<file path="config.mk">
export PLATFORM = sky130hd
export DESIGN_NAME = fpu_retire
export DESIGN_NICKNAME = d
export VERILOG_FILES = /design/src/rtl/fpu_pkg.sv /design/src/rtl/fpu_retire_slots.sv /design/src/rtl/fpu_retire.sv
export SDC_FILE = /design/constraint.sdc
export NUM_CORES = 1
export LEC_CHECK = 0
export CAP_MARGIN = 0
export CORE_MARGIN = 2
export CORE_UTILIZATION = 50
export DETAILED_ROUTE_END_ITERATION = 8
export PLACE_DENSITY = 0.86
export SKIP_LAST_GASP = 1
export SLEW_MARGIN = 20
export SYNTH_ARGS = -nofsm -noshare
export SYNTH_HDL_FRONTEND = slang
export SYNTH_SLANG_ARGS = --single-unit
</file>
<file path="constraint.sdc">
create_clock -name clk -period 2.83 [get_ports clk]
set_input_delay 0.566 -clock clk [delete_from_list [all_inputs] [get_ports clk]]
set_output_delay 0.566 -clock clk [all_outputs]
set_load 0.02 [all_outputs]
</file>
<file path="src/rtl/fpu_pkg.sv">
// rtl/fpu_pkg.sv - FPU unit encodings, default pipeline latencies and latency lookup
//
// Purpose : shared definitions for the FPU issue/retire tracker and the core decoder.
// Ports   : none (package).
package fpu_pkg;

    localparam logic [1:0] FU_ADD = 2'd0;
    localparam logic [1:0] FU_MUL = 2'd1;
    localparam logic [1:0] FU_INV = 2'd2;
    localparam logic [1:0] FU_DIV = 2'd3;

    localparam int unsigned LAT_ADD_DEF = 2;
    localparam int unsigned LAT_MUL_DEF = 3;
    localparam int unsigned LAT_INV_DEF = 4;
    localparam int unsigned LAT_DIV_DEF = 9;

    // Issue-to-result latency of a unit; latencies are passed in so that a
    // parameterised instance and the decoder agree on the same values.
    function automatic int unsigned fu_latency(
        input logic [1:0]  unit,
        input int unsigned lat_add,
        input int unsigned lat_mul,
        input int unsigned lat_inv,
        input int unsigned lat_div
    );
        case (unit)
            FU_ADD:  fu_latency = lat_add;
            FU_MUL:  fu_latency = lat_mul;
            FU_INV:  fu_latency = lat_inv;
            default: fu_latency = lat_div;
        endcase
    endfunction

endpackage

</file>
<file path="src/rtl/fpu_retire_slots.sv">
// rtl/fpu_retire_slots.sv - D-deep shift/insert slot array with per-slot occupancy lookup
//
// Purpose : tracks in-flight FPU ops; slot k holds the op whose result appears k cycles later.
// Ports   : clk, rstn        clock, synchronous active-low reset
//           clear            empty every slot at the edge
//           ins_en           load slot ins_lat-1 at the edge (shift otherwise)
//           ins_lat          latency of the inserted op (1..D)
//           ins_unit, ins_rd unit code and destination of the inserted op
//           look_lat         latency to probe for a collision
//           look_occ         slot look_lat is occupied (0 when look_lat >= D)
//           head_v/unit/rd   contents of slot 0, i.e. the op retiring this cycle
module fpu_retire_slots
    import fpu_pkg::*;
#(
    parameter int unsigned D  = 9,
    parameter int unsigned LW = $clog2(D + 1)
) (
    input  logic          clk,
    input  logic          rstn,
    input  logic          clear,
    input  logic          ins_en,
    input  logic [LW-1:0] ins_lat,
    input  logic [1:0]    ins_unit,
    input  logic [4:0]    ins_rd,
    input  logic [LW-1:0] look_lat,
    output logic          look_occ,
    output logic          head_v,
    output logic [1:0]    head_unit,
    output logic [4:0]    head_rd
);

    logic [D-1:0] v_q, v_d;
    logic [1:0]   unit_q [D];
    logic [1:0]   unit_d [D];
    logic [4:0]   rd_q   [D];
    logic [4:0]   rd_d   [D];

    always_comb begin
        v_d = '0;
        for (int k = 0; k < D; k++) begin
            unit_d[k] = FU_ADD;
            rd_d[k]   = '0;
        end
        // Shift toward slot 0; the top slot refills with an empty entry.
        for (int k = 0; k < D - 1; k++) begin
            v_d[k]    = v_q[k+1];
            unit_d[k] = unit_q[k+1];
            rd_d[k]   = rd_q[k+1];
        end
        // The inserted op lands one below its latency because it shifts once
        // per cycle on the way to slot 0.
        for (int k = 0; k < D; k++) begin
            if (ins_en && (LW'(k + 1) == ins_lat)) begin
                v_d[k]    = 1'b1;
                unit_d[k] = ins_unit;
                rd_d[k]   = ins_rd;
            end
        end
        if (clear) begin
            v_d = '0;
            for (int k = 0; k < D; k++) begin
                unit_d[k] = FU_ADD;
                rd_d[k]   = '0;
            end
        end
    end

    always_ff @(posedge clk) begin
        if (!rstn) begin
            v_q <= '0;
            for (int k = 0; k < D; k++) begin
                unit_q[k] <= FU_ADD;
                rd_q[k]   <= '0;
            end
        end else begin
            v_q <= v_d;
            for (int k = 0; k < D; k++) begin
                unit_q[k] <= unit_d[k];
                rd_q[k]   <= rd_d[k];
            end
        end
    end

    // Slot look_lat is the one that would shift into the insert position.
    always_comb begin
        look_occ = 1'b0;
        for (int k = 0; k < D; k++) begin
            if (LW'(k) == look_lat) begin
                look_occ = v_q[k];
            end
        end
    end

    assign head_v    = v_q[0];
    assign head_unit = unit_q[0];
    assign head_rd   = rd_q[0];

endmodule

</file>
<file path="src/rtl/fpu_retire.sv">
// rtl/fpu_retire.sv - issue/retire tracker providing valid and tag for untagged FPU pipelines
//
// Purpose : accepts FPU ops when free of register and write-back-slot hazards and strobes
//           wb_valid/wb_unit/wb_rd in exactly the cycle each unit's result appears.
// Ports   : clk, rstn            clock, synchronous active-low reset
//           flush                discard every in-flight op at the edge
//           issue_valid/ready    issue handshake (ready is combinational on issue_*)
//           issue_unit           0=add 1=mul 2=inv 3=div
//           issue_rd/rs1/rs2     destination and sources (rs2 ignored for inv)
//           wb_valid/unit/rd     retiring result strobe, straight from slot 0 registers
//           busy                 pending-destination bitmap
module fpu_retire
    import fpu_pkg::*;
#(
    parameter int unsigned LAT_ADD = LAT_ADD_DEF,
    parameter int unsigned LAT_MUL = LAT_MUL_DEF,
    parameter int unsigned LAT_INV = LAT_INV_DEF,
    parameter int unsigned LAT_DIV = LAT_DIV_DEF
) (
    input  logic        clk,
    input  logic        rstn,
    input  logic        flush,
    input  logic        issue_valid,
    output logic        issue_ready,
    input  logic [1:0]  issue_unit,
    input  logic [4:0]  issue_rd,
    input  logic [4:0]  issue_rs1,
    input  logic [4:0]  issue_rs2,
    output logic        wb_valid,
    output logic [1:0]  wb_unit,
    output logic [4:0]  wb_rd,
    output logic [31:0] busy
);

    localparam int unsigned D  = LAT_DIV;
    localparam int unsigned LW = $clog2(D + 1);

    logic [31:0]   busy_q, busy_d;
    logic [LW-1:0] lat;
    logic          hz_reg;
    logic          hz_slot;
    logic          accept;

    always_comb begin
        lat = LW'(fu_latency(issue_unit, LAT_ADD, LAT_MUL, LAT_INV, LAT_DIV));
    end

    // RAW on either source and WAW on the destination; no bypass exists.
    always_comb begin
        hz_reg = busy_q[issue_rs1]
               | ((issue_unit != FU_INV) & busy_q[issue_rs2])
               | busy_q[issue_rd];
    end

    assign issue_ready = rstn & ~flush & ~hz_reg & ~hz_slot;
    assign accept      = issue_valid & issue_ready;

    // A bit cannot be set and cleared in the same cycle: busy[rd] blocks the issue.
    always_comb begin
        busy_d = busy_q;
        if (wb_valid) begin
            busy_d[wb_rd] = 1'b0;
        end
        if (accept) begin
            busy_d[issue_rd] = 1'b1;
        end
        if (flush) begin
            busy_d = '0;
        end
    end

    always_ff @(posedge clk) begin
        if (!rstn) begin
            busy_q <= '0;
        end else begin
            busy_q <= busy_d;
        end
    end

    assign busy = busy_q;

    fpu_retire_slots #(
        .D  (D),
        .LW (LW)
    ) u_slots (
        .clk       (clk),
        .rstn      (rstn),
        .clear     (flush),
        .ins_en    (accept),
        .ins_lat   (lat),
        .ins_unit  (issue_unit),
        .ins_rd    (issue_rd),
        .look_lat  (lat),
        .look_occ  (hz_slot),
        .head_v    (wb_valid),
        .head_unit (wb_unit),
        .head_rd   (wb_rd)
    );

endmodule

</file>
Yosys cells after proc, flatten, opt, wreduce, memory -nomap -nowiden
Memory sizes are Yosys's and may differ from the RTL's.
Index checks and enable logic that the tools add are counted.

word-level totals
  logic and storage cells = 139
  output and inout port bits = 41
  input port bits = 21
  memories kept = 2
  bits in writable memories = 63
  bits in registers = 41

memory list
  memory          depth  bits a word  read ports  clocked after memory_dff  write ports  line                    text
  u_slots.rd_q    9      5            9           0                         9            fpu_retire_slots.sv:35  logic [4:0] rd_q [D];
  u_slots.unit_q  9      2            9           0                         9            fpu_retire_slots.sv:33  logic [1:0] unit_q [D];

operators by class
  reduce and logical (&&, ||, !) cells = 14
  muxes and demuxes = 71
  bitwise operators = 32
  magnitude comparators = 6
  eq/ne operators = 12

operators with widths
  kind                                                  count
  two-way mux 5 bit                                     18
  two-way mux 32 bit                                    2
  two-way mux 45 bit                                    1
  two-way mux 2 bit                                     18
  bitwise AND 32 bit                                    1
  NOT 32 bit                                            1
  bitwise OR 32 bit                                     1
  two-way mux 1 bit                                     25
  < comparator 5 x 6 -> 1 bit (second input constant)   4
  bitwise OR 1 bit                                      20
  two-way mux 18 bit                                    1
  == test 3 x 4 -> 1 bit (first input constant)         4
  binary-select mux 1 bit (select 5 bit)                3
  case mux 4 bit (3 select lines)                       1
  logical AND 1 bit                                     11
  demux 1 bit (select 5 bit)                            2
  >= comparator 5 x 1 -> 1 bit (second input constant)  2
  == test 2 x 4 -> 1 bit (first input constant)         2
  == test 4 bit (first input constant)                  2
  bitwise AND 1 bit                                     5
  == test 1 x 4 -> 1 bit (first input constant)         1
  logical NOT 4 bit                                     1
  NOT 1 bit                                             4
  == test 2 x 1 -> 1 bit (second input constant)        1
  4 further kinds                                       4

Logic depth before layout (Yosys ltp)
Gate-level depths: netlist (run 1).

  word-level depth = 19
  gate-level depth with buffers = 9

Hierarchy
From an unflattened synthesis (run 1), not the netlist that was laid out.

unflattened totals
  cell total of the unflattened synthesis = 573
  area, all modules = 5418.9 µm²

by module, submodules not included
  module            area each (µm²)  cells an instance  times used
  fpu_retire_slots  2830.2           332                1
  fpu_retire        2588.7           241                1

Worst setup path before layout (run 1)
OpenSTA, ideal clock, no wires.

  kind = input to output
  start point = in issue_rs2[1]
  end point = out issue_ready
  stages on the path = 8
  data required time = 2.264 ns
  arrival = 2.698 ns
  path slack = -0.434 ns
  cells stage by stage = buf_2 > mux4_2 > mux2_2 > o21ai_1 > a311oi_2 > clkbuf_1 > clkbuf_1 > nor3_1

between the ends
  cells in the longest elaborated chain, start to end = 8

RTL lines
  what                                     line              text
  start, declared                          fpu_retire.sv:28  input logic [4:0] issue_rs2,
  binary-select mux 1 bit (select 5 bit)   fpu_retire.sv:51  | ((issue_unit != FU_INV) & busy_q[issue_rs2])
  two-way mux 1 bit (not written as such)  fpu_retire.sv:51
  bitwise AND 1 bit                        fpu_retire.sv:51
  bitwise OR 1 bit                         fpu_retire.sv:51
  bitwise OR 1 bit                         fpu_retire.sv:52  | busy_q[issue_rd];
  NOT 1 bit                                fpu_retire.sv:55  assign issue_ready = rstn & ~flush & ~hz_reg & ~hz_slot;
  bitwise AND 1 bit (2 in a row)           fpu_retire.sv:55
  end, declared                            fpu_retire.sv:24  output logic issue_ready,

No other way between the ends. The select of a mux whose other input is x is not followed.

Worst setup path after layout (run 1)
  start point = in issue_rd[2]
  end point = out issue_ready

between the ends
  cells in the longest elaborated chain, start to end = 6

RTL lines
  what                                     line              text
  start, declared                          fpu_retire.sv:26  input logic [4:0] issue_rd,
  binary-select mux 1 bit (select 5 bit)   fpu_retire.sv:52
  two-way mux 1 bit (not written as such)  fpu_retire.sv:52
  bitwise OR 1 bit                         fpu_retire.sv:52
  NOT 1 bit                                fpu_retire.sv:55
  bitwise AND 1 bit (2 in a row)           fpu_retire.sv:55

No other way between the ends. The select of a mux whose other input is x is not followed.

==> results of run 1 <==
[per-stage QoR]
stage               TNS [ns]  worst slack [ns]  area, sq um
CTS                        0          0.000740         6050
floorplan                  0            0.0325         4700
finish                     0            0.0131         6060
global placement      -21.61            -0.803         5780
detailed placement    -22.50            -0.790         5780
global route               0          0.000186         6060
[sequential cells by signal, summed over array words and instances (netlist names)]
signal	cells
busy	32
u_slots.rd_q	45
u_slots.unit_q	18
u_slots.v_q	9
[what timing repair did]
| action | CTS | global route |
|---|---|---|
| setup endpoints to repair | 24 | 2 |
| gates cloned | 1 | 0 |
| setup buffers | 1 | 0 |
| pin swaps | 7 | 5 |
| resized for setup | 40 | 13 |
[cells in the mapped netlist (all sizes together), types with 10 or more instances]
master,instances
dfxtp,104
nand2,58
and2,44
mux2i,33
nand3,28
clkbuf,22
o211ai,19
buf,15
o41ai,14
mux4,12
nor2,11
o21ai,11
inv,10
[power groups by stage]
stage / clock network, W / registers [W] / logic, W
2_1_floorplan: 0 / 0.00150 / 0.000126
3_3_place_gp: 0 / 0.00150 / 0.000235
3_5_place_dp: 0 / 0.00150 / 0.000239
4_1_cts: 0.000881 / 0.00147 / 0.000251
5_1_grt: 0.000932 / 0.00147 / 0.000273
6_report: 0.000870 / 0.00147 / 0.000258
[worst paths after layout]
kind | end | slack (ns) | depth (start not counted)
max reg2reg | u_slots.unit_q[0][5] | 0.12 | 8
min | u_slots.unit_q[0][9] | 0.43 | 1
max | issue_ready | 0.01 | 7
min reg2reg | u_slots.unit_q[0][9] | 0.43 | 1
[logic make-up (layout without fill, tap and decap cells)]
kind of cell           Yosys count  in the layout
multiplexers                    54             54
AO/OA/AOI/OAI                   76             76
flip-flops                     104            104
AND/OR/NAND/NOR                198            198
buffers and inverters           47            154
[routing by layer]
| metal | vias to the layer above | routed length (microns) | share of wire (%) |
|---|---|---|---|
| met3 | 38 | 1050 | 8.1 |
| met5 | - | 0 | 0 |
| met4 | 0 | 418 | 3.2 |
| met1 | 1974 | 5340 | 41 |
| met2 | 183 | 6160 | 47 |
| li1 | 1934 | - | - |
[cells in the final DEF (no fill, tap or decap), types with 3 or more instances in the layout]
cell type	Yosys	layout
a21oi_1	6	6
a22oi_1	3	3
and2_1	43	42
and3_1	5	5
and3b_1	3	3
buf_4	7	62
buf_6	2	3
clkbuf_8	0	9
clkdlybuf4s50_1	0	49
dfxtp_1	104	104
dlygate4sd2_1	0	3
inv_1	10	10
mux2_2	9	8
mux2i_1	33	33
mux4_2	12	12
nand2_1	58	57
nand2b_1	6	6
nand3_1	28	28
nor2_1	11	10
nor3_1	7	6
nor3b_1	4	3
nor4_1	4	4
o211ai_1	19	19
o21ai_0	10	10
o31ai_1	8	8
o41ai_1	14	14
or3_1	4	4
or3b_2	8	8
or4_1	3	3
[critical path, cell delays in order]
cell and delay, ns:
clkdlybuf4s15_1 0.38, inv_1 0.19, or3_1 0.42, o2111a_1 0.18, o211ai_1 0.31, nor3_4 0.07, buf_6 0.14
[cell type report]
type                    instances  area, sq um
fillers                       680         3100
multi-input cells             328         2450
flip-flops and latches        104         2080
repair buffers                128         1160
well taps                     111          139
clock buffers                  10          128
clock inverters                 6         61.3
inverters                      10         37.5
==> results_dict.tcl, run 1 <==
set metrics [dict create \
    io_buffer_count 61 \
    grt_max_degree 104 \
    synth_top_area_share_pct 44.6 \
    required_ns 2.26 \
    met1_usage_pct 33.1 \
    cap_violations 0 \
    drcViolationCount 0 \
    coreArea_sq_um 9150 \
    p_comb_share_pct 9.9 \
    yosysSeqAreaShare_pct 44.6 \
    holdWs_ns 0.431 \
    grt_pass1_vias 4073 \
    skew_ns 0.0135 \
    worstSkewPairLatency_ns 0.37 \
    n_antenna_cell 0 \
    syn_to_final_growth_pct 29.7 \
    hp-class "reg -> reg" \
    synth-seq-cells 104 \
    synthFlopType "dfxtp_1" \
    synth_edf_count 0 \
    detail_route.wl_per_cell_microns 18.6 \
    antenna_found_initial 0 \
    path_clk_slew_ns 0.11 \
    grt_pass1_wl_microns 20700 \
    met2_usage_pct 42.2 \
    slew_headroom_pct 43.1 \
    grt_use_total_pct 26.4 \
    clock-sinks 104 \
    rows 35 \
    placedCellCount 679 \
    via_count 4129 \
    ctsHoldBuffers 0 \
    reg2reg_from "busy[7]" \
    p_int_w 0.00192 \
    cp-startpoint "issue_rd[2]" \
    path_class "in -> out" \
    dieArea_sq_um 10100 \
    num_io_pins 62 \
    power.density_nw_per_um2 428 \
    worst_setup_path_start_kind "primary input" \
    status "completed" \
    clockBufferDepth 2 \
    synth_area_leaders "dfxtp_1, mux2i_1, mux4_2" \
    yosys.area_share.xor_xnor_pct 0 \
    ant_nets 0 \
    top_usage_layer "met2" \
    synth.cell_area_sq_um 4670 \
    synth_area_per_cell_sq_um 9.75 \
    synth_simple_gate_area_share_pct 22.9 \
    wl_microns 13000 \
    post-route-period-util_pct 99.5 \
    layout.nets 602 \
    ys_warn_count 0 \
    synth_compound_area_share_pct 12.7 \
    crit_arrival_ns 2.25 \
    hold_viol_final 0 \
    rsz0062_at_grt "no" \
    root_buffer "clkbuf_8" \
    first_pass_iters 5 \
    switchingPower_w 0.000672 \
    total_power_w 0.00259 \
    synth_cells 479 \
    finalNonFillerCells 697 \
    cts_tree "yes" \
    leakagePower_nw 2.37 \
    worstPathMaxFanout 7 \
    max-vdd-ir-drop_mv 0.385 \
    hpwl_microns 9340 \
    die_y_microns 101 \
    synth_top_family_by_area "simple AND/OR/NAND/NOR gates" \
    end_kind "output pin" \
    drv_slew 0 \
    fin_crit_ns 2.82 \
    synthAdderAreaFrac_pct 0 \
    viasPerCell 5.92 \
    clockPowerShare_pct 33.6 \
    die_x_microns 101 \
    synth.area.mux_share_pct 15.0 \
    drt_iter0_drc 402 \
    cts_inserted_buffers 9 \
    htreeDepth 3 \
    synth_top_area_cell "dfxtp_1" \
    utilization_pct 66.2 \
    sw_frac_of_total_pct 25.9 \
    timing.fmax_mhz 355 \
    drive_gt1_share_pct 23.4 \
    seq_power_share_pct 56.5 \
    finalSetupViolCount 0 \
    syn_nets 500 \
    start_util_pct 51.0 \
    worst_slew_pin_slew_ns 0.853 \
    use_met3_pct 7.77 \
    min_from "u_slots.unit_q[0][11]" \
    synth-async-reset-ratio_pct 0 \
    grt-ovfl-total 0 \
    gp_congestion 0.981 \
    synthDistinctLibCells 52 \
]
(Power assumes the default switching activity.)
==> run 2: changes to the inputs <==
--- a/config.mk
+++ b/config.mk
@@ -10,6 +10,7 @@
 export CORE_UTILIZATION = 50
 export DETAILED_ROUTE_END_ITERATION = 8
 export PLACE_DENSITY = 0.86
+export REMOVE_ABC_BUFFERS = 1
 export SKIP_LAST_GASP = 1
 export SLEW_MARGIN = 20
 export SYNTH_ARGS = -nofsm -noshare
==> run 2 against run 1 <==
Against the previous run: the run now ends with DRC, setup timing left; clock power grew 12%; register-to-register slack lost 0.05 ns; fmax shrank 3.5%; die area is the same; utilization grew 3.8 points; critical path depth grew 2; combinational power grew 8.1%; count of clock-buffer cells in the layout shrank 1; critical path type unchanged; largest cell class unchanged.
==> results_dict.tcl, run 2 (synthesis gave the netlist of run 1 again) <==
set metrics [dict create \
    status "finished with violations" \
    violations "DRC, setup timing" \
    grt_use_total_pct 29.6 \
    holdWs_ns 0.434 \
    worstPathMaxFanout 6 \
    ant_nets 0 \
    design_area_sq_um 6400 \
    first_pass_iters 7 \
    wl_met3_microns 1540 \
    drv_slew 0 \
    crit_arrival_ns 2.35 \
    mostFrequentLayoutCell "dfxtp_1" \
    htreeDepth 3 \
    fin_crit_ns 2.92 \
    path_class "in -> out" \
    gp_congestion 1.03 \
    die_y_microns 101 \
    skew_ns 0.0188 \
    n_fill_cell 644 \
    seq_power_share_pct 53.8 \
    finalSetupViolCount 1 \
    required_ns 2.26 \
    clock-sinks 104 \
    cap_violations 0 \
    rows 35 \
    die_x_microns 101 \
    max-vdd-ir-drop_mv 0.280 \
    cts_tree "yes" \
    largest_register_ffs 45 \
    start_util_pct 51.0 \
    drcViolationCount 2 \
    viasPerCell 6.21 \
    n_antenna_cell 0 \
    place_ws_ns -1.04 \
    highest_layer "met4" \
    final_cell_mix "dfxtp_1, buf_4, nand2_1" \
    antenna_found_initial 0 \
    switchingPower_w 0.000770 \
    slew_headroom_pct 43.0 \
    path_clk_slew_ns 0.12 \
    sw_frac_of_total_pct 28.3 \
    hold_viol_final 0 \
    ctsHoldBuffers 0 \
    detail_route.wl_per_cell_microns 20.4 \
    hp-class "reg -> reg" \
    grt_pass1_wl_microns 23000 \
    post-route-period-util_pct 103 \
    p_comb_share_pct 10.3 \
    total_power_w 0.00272 \
    coreArea_sq_um 9150 \
    worst_slew_pin_slew_ns 0.855 \
    worstSkewPairLatency_ns 0.39 \
    io_buffer_count 61 \
    root_buffer "clkbuf_8" \
    clockBufferDepth 2 \
    hpwl_microns 10100 \
    grt_max_degree 104 \
    power.density_nw_per_um2 425 \
    wl_microns 14900 \
    r2r_setup_slack_ns 0.07 \
    cts_inserted_buffers 9 \
    grt-ovfl-total 0 \
    timing.fmax_mhz 343 \
    wl_met1_microns 5590 \
    end_kind "output pin" \
    layout.nets 636 \
    via_count 4537 \
    rsz0062_at_grt "yes" \
    clockPowerShare_pct 35.9 \
    setup_ws_ns -0.0893 \
    worst_setup_path_start_kind "primary input" \
    syn_to_final_growth_pct 37.1 \
    drt_iter0_drc 415 \
    wl_met2_microns 6900 \
    num_io_pins 62 \
    placed_area_sq_um 5900 \
    leakagePower_nw 2.58 \
    grt_pass1_vias 4438 \
    drive_gt1_share_pct 29.4 \
    p_int_w 0.00195 \
    dieArea_sq_um 10100 \
    largest-register "u_slots.rd_q" \
]
run 2: cell count changes in the layout (fill, tap and decap cells not counted), sizes merged:
cell,previous run,this run
dlymetal6s2s,1,2
clkdlybuf4s50,49,47
inv,13,14
buf,70,105
dlygate4sd2,3,5
clkbuf,12,9
run 2: repair_timing:
action | in CTS | in global routing
buffers inserted | 14 | 4
pin swaps | 6 | 5
gates cloned | 1 | 0
endpoints found under the setup margin | 38 | 44
gates resized for setup | 51 | 20
run 2: critical path: stages:
cell       delay (ns)
buf_2            0.14
bufbuf_16        0.27
buf_4            0.10
mux2i_1          0.21
o2bb2ai_1        0.13
a221oi_2         0.33
o211ai_1         0.15
nor3_2           0.27
buf_4            0.19
run 2: cell type report:
class                   count  area, sq um  share of cell area (%)
clock buffers               9          124                    1.93
clock inverters             7         91.3                    1.43
inverters                  10         37.5                   0.586
multi-input cells         328         2490                    38.9
flip-flops and latches    104         2090                    32.7
well taps                 111          139                    2.17
repair buffers            162         1430                    22.3
run 2: power groups by stage:
stage                     clock network, W  logic [W]  registers, W
after floorplan                          0  0.0000916       0.00150
after global placement                   0   0.000234       0.00150
after detailed placement                 0   0.000238       0.00150
after CTS                         0.000981   0.000260       0.00147
after global routing               0.00104   0.000293       0.00146
final                             0.000978   0.000279       0.00146
run 2: worst paths after layout:
kind,to,depth (start not counted),start
setup / recovery,issue_ready,9,issue_rd[1]
hold / removal,u_slots.rd_q[0][39],1,u_slots.rd_q[0][44]
setup reg to reg,u_slots.rd_q[0][42],11,busy[24]
hold reg to reg,u_slots.rd_q[0][39],1,u_slots.rd_q[0][44]
run 2: metrics by stage:
step	cells	util [%]	setup TNS (ns)
finish	731	70.0	-0.0893
global route	731	70.0	-0.0911
CTS	728	68.9	-0.00462
detailed placement	697	64.5	-27.68
global placement	697	64.5	-25.38
floorplan	442	-	-209.40
run 2: per-layer routing:
| layer | track usage, % | vias up |
|---|---|---|
| met5 | 0 | - |
| met4 | 16.6 | 0 |
| met3 | 8.25 | 85 |
| met2 | 46.6 | 321 |
| met1 | 36.5 | 2128 |
| li1 | - | 2003 |
==> patch (settings of run 2) <==
Take the reset off `v_q` and load it in a clocked block of its own.
--- a/src/rtl/fpu_retire_slots.sv
+++ b/src/rtl/fpu_retire_slots.sv
@@ -69,3 +69,2 @@
         if (!rstn) begin
-            v_q <= '0;
             for (int k = 0; k < D; k++) begin
@@ -75,3 +74,2 @@
         end else begin
-            v_q <= v_d;
             for (int k = 0; k < D; k++) begin
@@ -81,2 +79,6 @@
         end
+    end
+
+    always_ff @(posedge clk) begin
+        v_q <= v_d;
     end
Formal check against the unedited RTL: not equivalent (a bounded check fails within 4 cycles, from zero or initial values; the reset may be asserted at any time).
==> patch against run 2 <==
The run ends with negative setup slack left. Sequential share of layout area increased by 2.2 points. Power decreased by 2.1%. Cell area decreased by 6.6%. Area after synthesis decreased by 3.3%. Non-clock buffer count decreased by 29. First-iteration DRC count increased by 42%. Register-to-register slack improved by 0.02 ns. Sequential cell count unchanged. Setup slack improved by 0.017 ns. Wire length decreased by 5.1%. Clock skew decreased by 0.0016 ns. Global-route usage decreased by 0.91 points. Highest routed layer unchanged.
==> patch: results (changes against run 2) <==
top_reg_cell synth = dfxtp_1
PortBufs = 61 (unchanged)
Met2 Wirelength = 6483 um (-6.1%)
Worst-path clk slew = 0.10 ns (-0.02 ns)
layout cells sized above 1 = 0.2399 (-0.05362)
max reg flops = 45 (unchanged)
largest net degree at the start of global routing = 91 (-13%)
placed cell area = 5577 sq um (-5.5%)
Yosys warnings = 0 (unchanged)
VDD IR max = 0.3320 mV (+19%)
status = complete, but fails checks
routed vias = 4109 (-9.4%)
synth unique cells = 44 (-15%)
Global Route Usage Sum = 0.2869 (-0.009098)
routed wl met3 = 1549 um (+0.52%)
root buf cell = clkbuf_8
initial antenna violation count = 0 (unchanged)
Clock Latency Late Sink = 0.39 ns (about the same)
worst slack, placed = -0.8788 ns (+0.1591 ns)
placed insts = 629 (-9.8%)
routability cong. = 0.9692 (-5.4%)
most flop-heavy register = u_slots.rd_q
sum of negative setup slack = -0.07684 ns (+0.01241 ns)
WL final = 14160 um (-5.1%)
CTS buffer count = 9 (unchanged)
final core occ = 0.6859 (-0.01372)
worst slew pin tran = 0.7801 ns (-0.07476 ns)
final setup vio count = 2 (+1)
Seq/Total Area, Yosys = 0.4609 (+0.01519)
final worst setup slack = -0.07231 ns (+0.01694 ns)
H-tree lvl count = 3 (unchanged)
global-route wire length before repair = 21820 um (-5.2%)
post-DP HPWL = 9205 um (-8.7%)
M1 WL = 5445 um (-2.6%)
DR iter-0 viols = 589 (+42%)
Leak = 2.293 nW (-11%)
ranking of synthesized cells by area = dfxtp_1 (46%), mux2i_1 (11%), o211ai_1 (5.5%)
Final Net Count = 562 (-12%)
DRT Pass-1 Iters = 5 (-2)
Gate Count Post-Synth = 437 (-8.8%)
Fill cells = 617 (-4.2%)
share of flip-flops with an asynchronous set or reset = 0 (unchanged)
Routed WL per cell = 21.64 um (+6.1%)
worst-path maximum fanout = 7 (+1)
failing checks = negative setup slack
WP data arrival = 2.34 ns
Antenna Cells = 0 (unchanged)
Hold Path Class = flip-flop to flip-flop
Longest Clk Path Bufs = 2 (unchanged)
Max Used Layer = met4
Post-synth top cells = dfxtp_1 (104), mux2i_1 (49), and2_1 (36), o211ai_1 (33), nand2_1 (25)
Clock Skews = 0.01715 ns (-0.001628 ns)
## patch: area by class of cell
cell class,instances,share of cell area
repair buffers,133,0.2098
well taps,108,0.02259
flip-flops and latches,104,0.3483
clock buffers,9,0.02071
inverters,8,0.005020
multi-input cells,285,0.3786
clock inverters,7,0.01506
## patch: power by group
group / internal [mW] / switching [mW]
clock: 0.352 / 0.578
combinational: 0.126 / 0.139
sequential: 1.47 / 0.00210
## patch: logic make-up (layout without fill, tap and decap cells)
| family | count (synthesis) | count (layout) | share of synthesized area |
|---|---|---|---|
| and+or+nand+nor | 135 | 135 | 0.1742 |
| muxes | 58 | 58 | 0.1551 |
| DFF | 104 | 104 | 0.4609 |
| AOI/OAI and AO/OA | 92 | 92 | 0.1524 |
| buffers and inverters | 48 | 157 | 0.05734 |
## patch: worst max-delay path, stage by stage
cell     delay [ns]
buf_12         0.11
buf_12         0.14
buf_4          0.14
mux2i_1        0.23
o21ai_1        0.14
nor4_2         0.26
o21ai_1        0.12
or3_1          0.39
nor2_2         0.11
buf_6          0.13
## patch: worst paths after layout
path / startpoint / end / slack, ns / cells past startpoint
setup / recovery: issue_rd[1] / issue_ready / -0.07 / 10
hold / removal: u_slots.unit_q[0][12]$_SDFF_PP0_ / u_slots.unit_q[0][10]$_SDFF_PP0_ / 0.43 / 1
setup reg to reg: busy[31]$_SDFF_PP0_ / u_slots.rd_q[0][11]$_SDFF_PP0_ / 0.09 / 10
hold reg to reg: u_slots.unit_q[0][12]$_SDFF_PP0_ / u_slots.unit_q[0][10]$_SDFF_PP0_ / 0.43 / 1
## patch: timing repair
action	in CTS	in global routing
gates resized for setup	46	18
cloned	2	0
endpoints found under the setup margin	54	10
setup buffers	2	5
pin swaps	5	8
## patch: metal layers
| layer | vias to the layer above | global-route usage |
|---|---|---|
| li1 | 1802 | - |
| met1 | 1917 | 0.3720 |
| met2 | 305 | 0.4579 |
| met3 | 85 | 0.07376 |
| met4 | 0 | 0.1170 |
| met5 | - | 0 |
